**src/rtl/issue_stage.sv**
```systemverilog
// Decode-to-execute issue register: holds one decoded instruction, resolves its
// rs1/rs2 operands through MEM/WB forwarding and stalls while a load result is pending.
module issue_stage (
  input  logic        clk,
  input  logic        rst_n,
  input  logic        flush,
  input  logic        in_valid,
  output logic        in_ready,
  input  logic [31:0] in_pc,
  input  logic [31:0] in_imm,
  input  logic [31:0] in_rs1_data,
  input  logic [31:0] in_rs2_data,
  input  logic [4:0]  in_rs1,
  input  logic [4:0]  in_rs2,
  input  logic [4:0]  in_rd,
  input  logic [3:0]  in_alu_op,
  input  logic        in_src1_pc,
  input  logic        in_src2_imm,
  input  logic        in_we,
  input  logic        in_is_load,
  input  logic        mem_we,
  input  logic [4:0]  mem_rd,
  input  logic [31:0] mem_data,
  input  logic        mem_data_ok,
  input  logic        wb_we,
  input  logic [4:0]  wb_rd,
  input  logic [31:0] wb_data,
  output logic        out_valid,
  input  logic        out_ready,
  output logic [3:0]  alu_op,
  output logic [31:0] src1,
  output logic [31:0] src2,
  output logic [31:0] out_store_data,
  output logic [31:0] out_pc,
  output logic [4:0]  out_rd,
  output logic        out_we,
  output logic        out_is_load
);

  logic             held_reg;
  logic [31:0]      pc_reg;
  logic [31:0]      imm_reg;
  logic [3:0]       alu_op_reg;
  logic [4:0]       rd_reg;
  logic             src1_pc_reg;
  logic             src2_imm_reg;
  logic             we_reg;
  logic             is_load_reg;
  logic [1:0][4:0]  rs_idx_reg;
  logic [1:0][31:0] rs_data_reg;

  logic [1:0][31:0] fwd;
  logic [1:0]       haz;
  logic             accept;
  logic             issue;

  // Per-operand forwarding; MEM is the younger producer so it wins over WB.
  // With nothing held the raw register is shown so outputs stay frozen.
  genvar gi;
  generate
    for (gi = 0; gi < 2; gi++) begin : g_fwd
      logic [31:0] fwd_val;
      logic        haz_val;
      always_comb begin
        fwd_val = rs_data_reg[gi];
        haz_val = 1'b0;
        if (held_reg) begin
          if (rs_idx_reg[gi] == 5'd0) begin
            fwd_val = 32'h0;
          end else if (mem_we && (mem_rd == rs_idx_reg[gi])) begin
            fwd_val = mem_data;
            haz_val = !mem_data_ok;
          end else if (wb_we && (wb_rd == rs_idx_reg[gi])) begin
            fwd_val = wb_data;
          end
        end
      end
      assign fwd[gi] = fwd_val;
      assign haz[gi] = haz_val;
    end
  endgenerate

  assign out_valid = held_reg && (haz == 2'b00);
  assign issue     = out_valid && out_ready;
  assign in_ready  = !held_reg || issue;
  assign accept    = in_valid && in_ready;

  always_ff @(posedge clk or negedge rst_n) begin
    if (!rst_n) begin
      held_reg     <= 1'b0;
      pc_reg       <= '0;
      imm_reg      <= '0;
      alu_op_reg   <= '0;
      rd_reg       <= '0;
      src1_pc_reg  <= 1'b0;
      src2_imm_reg <= 1'b0;
      we_reg       <= 1'b0;
      is_load_reg  <= 1'b0;
      rs_idx_reg   <= '0;
      rs_data_reg  <= '0;
    end else if (flush) begin
      held_reg <= 1'b0;
    end else if (accept) begin
      held_reg       <= 1'b1;
      pc_reg         <= in_pc;
      imm_reg        <= in_imm;
      alu_op_reg     <= in_alu_op;
      rd_reg         <= in_rd;
      src1_pc_reg    <= in_src1_pc;
      src2_imm_reg   <= in_src2_imm;
      we_reg         <= in_we;
      is_load_reg    <= in_is_load;
      rs_idx_reg[0]  <= in_rs1;
      rs_idx_reg[1]  <= in_rs2;
      rs_data_reg[0] <= in_rs1_data;
      rs_data_reg[1] <= in_rs2_data;
    end else begin
      if (issue) begin
        held_reg <= 1'b0;
      end
      // Capture forwarded values so they outlive their producer during a stall
      // and remain visible after the instruction leaves.
      if (held_reg) begin
        for (int i = 0; i < 2; i++) begin
          if (!haz[i]) begin
            rs_data_reg[i] <= fwd[i];
          end
        end
      end
    end
  end

  assign alu_op         = alu_op_reg;
  assign src1           = src1_pc_reg ? pc_reg : fwd[0];
  assign src2           = src2_imm_reg ? imm_reg : fwd[1];
  assign out_store_data = fwd[1];
  assign out_pc         = pc_reg;
  assign out_rd         = rd_reg;
  assign out_we         = we_reg;
  assign out_is_load    = is_load_reg;

endmodule

```
**config.mk**
```make
export PLATFORM = sky130hd
export DESIGN_NAME = issue_stage
export DESIGN_NICKNAME = d
export VERILOG_FILES = /design/src/rtl/issue_stage.sv
export SDC_FILE = /design/constraint.sdc
export NUM_CORES = 1
export LEC_CHECK = 0
export BUFFER_PORTS_ARGS = -buffer_cell sky130_fd_sc_hd__buf_2
export CAP_MARGIN = 20
export CORE_MARGIN = 2
export CORE_UTILIZATION = 51
export CTS_CLUSTER_DIAMETER = 80
export CTS_CLUSTER_SIZE = 40
export DETAILED_ROUTE_END_ITERATION = 10
export PLACE_DENSITY = 0.82
export SLEW_MARGIN = 15
export SYNTH_ARGS = -nofsm -noshare
export SYNTH_HDL_FRONTEND = slang
export SYNTH_SLANG_ARGS = --single-unit
```
**constraint.sdc**
```tcl
create_clock -name clk -period 3.2 [get_ports clk]
set_input_delay 0.64 -clock clk [delete_from_list [all_inputs] [get_ports clk]]
set_output_delay 0.64 -clock clk [all_outputs]
set_load 0.1 [all_outputs]
```
==> flow_metrics.py <==
metrics = {
    "pwr": {
        "pwr_density_cell_mw_per_mm2": 737.9,
        "fin_total_pwr_w": 0.01225,
        "ir_drop_uv": 755.3,
        "p_leak_nw": 7.496,
    },
    "timing": {
        "relSlewSlack": 0.3816,
        "setup_viol": 55,
        "fmax_ghz": 0.3037,
        "tns_ps": -1629,
        "setup_ws_ps": -93.21,
        "period_share": 1.029,
        "worst_pin_slew_ps": 927.7,
        "rsz0062_at_grt": "true",
        "hold_ws_ps": 148.9,
        "fin_skew_ps": 12.52,
        "period_needed_ps": 3293,
        "hold_violations": 0,
        "maxSlewViolCount": 0,
    },
    "drt": {
        "ant_nets": 0,
        "vias": 11560,
        "post-route-drc-count": 0,
        "wl_mm": 43.76,
        "avgViaCountPerCell": 6.323,
        "first_pass_iters": 6,
        "wl_per_cell_um": 23.93,
        "drt_iter0_drc": 1114,
    },
    "clocking": {
        "postCtsHoldBufs": 0,
        "clockBufferDepth": 2,
        "cts_root_buf": "clkbuf_16",
        "clock_sinks": 152,
        "cts_tree": "built",
        "cts_buffers": 17,
        "worstSkewPairLatency_ps": 440,
        "htree_levels": 4,
        "path_clk_slew_ps": 70,
    },
    "critical_path": {
        "path_class": "reg2out",
        "startpoint_type": "register",
        "cp-end-kind": "output pin",
        "critPathMaxFanout": 64,
        "arrival_ps": 2650,
        "cp.required_ps": 2560,
    },
    "floorplan": {
        "io_pins": 374,
        "die_h_um": 144.7,
        "rows": 51,
        "initial_core_util": 0.5190,
        "coreArea_mm2": 0.01946,
        "die-width_um": 144.7,
        "dieArea_mm2": 0.02095,
    },
    "final_layout": {
        "fin_area_mm2": 0.01660,
        "syn2layout_area_growth_pct": 64.33,
        "layout_commonest_cell": "buf_2",
        "layout-drive-gt1-share": 0.5103,
        "mostFrequentLayoutCells": "274 x buf_2, 145 x dfrtp_1, 112 x buf_12, 98 x inv_1, 96 x nor2b_1",
        "largest_reg_flops": 64,
        "stdcell_count": 1829,
        "final_net_count": 1770,
    },
    "worst_hold_path": {
        "worstHoldPathType": "in2async",
    },
    "yosys": {
        "synth_nets": 1381,
        "syn_area_mm2": 0.01010,
        "avgSynthCellArea_um2": 8.799,
        "yosys.cell_types.count": 35,
        "synth_edf_count": 0,
        "async_reset_ff_frac": 1.000,
        "netlist_instances": 1148,
        "synthFlopType": "dfrtp_1",
        "ys_seq_elements": 152,
        "yosysSeqAreaShare": 0.3766,
        "ys_warn_count": 0,
    },
    "placed_design": {
        "dpl.hpwl_mm": 29.14,
        "dpl-instance-area_mm2": 0.01530,
        "dp_cells": 1770,
        "port_buffers": 373,
        "gp_congestion": 0.9716,
    },
    "run_status": {
        "status": "complete, but fails checks",
        "violations": "negative setup slack",
    },
    "global_routing": {
        "grt_max_degree": 66,
        "grt_pass1_vias": 10940,
        "grt_pass1_wl_mm": 62.03,
        "antenna_found_initial": 13,
        "grt_use_total": 0.3887,
        "overflow": 0,
    },
    "job": {
        "drv_cap": 0,
    },
}
## critical path, stage by stage, from the launching register on
cell and delay (ps):
dfrtp_2 480, xnor2_1 300, and2_2 230, buf_12 280, a21oi_1 130, o31ai_1 260, buf_4 210, o21ai_2 80
buf_12 210
## metrics by stage
step                utilization  worst slack (ps)
floorplan                     -            -123.6
global placement         0.7862             101.9
detailed placement       0.7862             94.55
CTS                      0.8237            -23.53
global route             0.8523            -157.7
finish                   0.8528            -93.21
## per-layer routing
layer / part of all wire / routed length (µm) / track usage
met5: 0 / 0 / 0
met4: 0.050 / 2208 / 0.1809
met3: 0.089 / 3905 / 0.08226
met2: 0.48 / 21170 / 0.6298
met1: 0.38 / 16470 / 0.4999
## report_power, final
| part | internal [W] | total [W] | switching (W) |
|---|---|---|---|
| Clock | 0.00113 | 0.00208 | 0.000951 |
| Sequential | 0.00226 | 0.00259 | 0.000329 |
| Combinational | 0.00253 | 0.00758 | 0.00505 |
## worst paths after layout
| check | startpoint | end | slack [ps] | cells past startpoint |
|---|---|---|---|---|
| worst max-delay path | rs_idx_reg[5] | out_store_data[8] | -90 | 8 |
| worst min-delay path | rst_n | out_pc[22] | 150 | 1 |
| worst max register to register | rs_idx_reg[0] | imm_reg[26] | 450 | 6 |
| worst min register to register | alu_op[2] | alu_op[2] | 510 | 1 |
| max in group asynchronous | rst_n | rs_data_reg[38] | 2090 | 2 |
| min in group clk | flush | held_reg | 410 | 2 |
## cells in the mapped netlist, types with 3 or more instances
cell	count	area share
inv_1	99	0.037
and2_1	3	0.0019
buf_12	4	0.0079
and3_1	69	0.043
a21oi_1	162	0.080
o21ai_0	33	0.016
buf_2	3	0.0015
a31oi_1	64	0.040
a21boi_0	32	0.024
clkbuf_1	98	0.036
o31ai_1	67	0.050
o21ai_1	4	0.0020
buf_4	5	0.0037
xnor2_1	10	0.0087
nor2b_1	96	0.059
xor2_1	10	0.0087
o221ai_1	64	0.055
dfrtp_1	152	0.38
mux2_2	57	0.064
mux2_4	30	0.045
nand2_1	66	0.025
## logic make-up after synthesis
group           synth area share
buf+inv                  0.08745
flops                     0.3766
mux                       0.1081
xor+xnor                 0.01734
compound gates            0.2720
simple gates              0.1385
## cell type report
type | instances | area, µm²
sequential | 152 | 3815
clock inverter | 14 | 150.1
timing repair buffer | 481 | 4518
multi-input combinational | 786 | 6938
tap | 265 | 331.6
inverter | 99 | 371.6
antenna | 14 | 35.03
fill | 1026 | 2864
clock buffer | 18 | 439.2
## timing repair
action                     in CTS  in global routing
pin swaps                       5                 39
resized for setup              13                 84
setup endpoints to repair      17                 96
cloned                          3                  7
buffers inserted                3                  6
(Power assumes the default switching activity.)
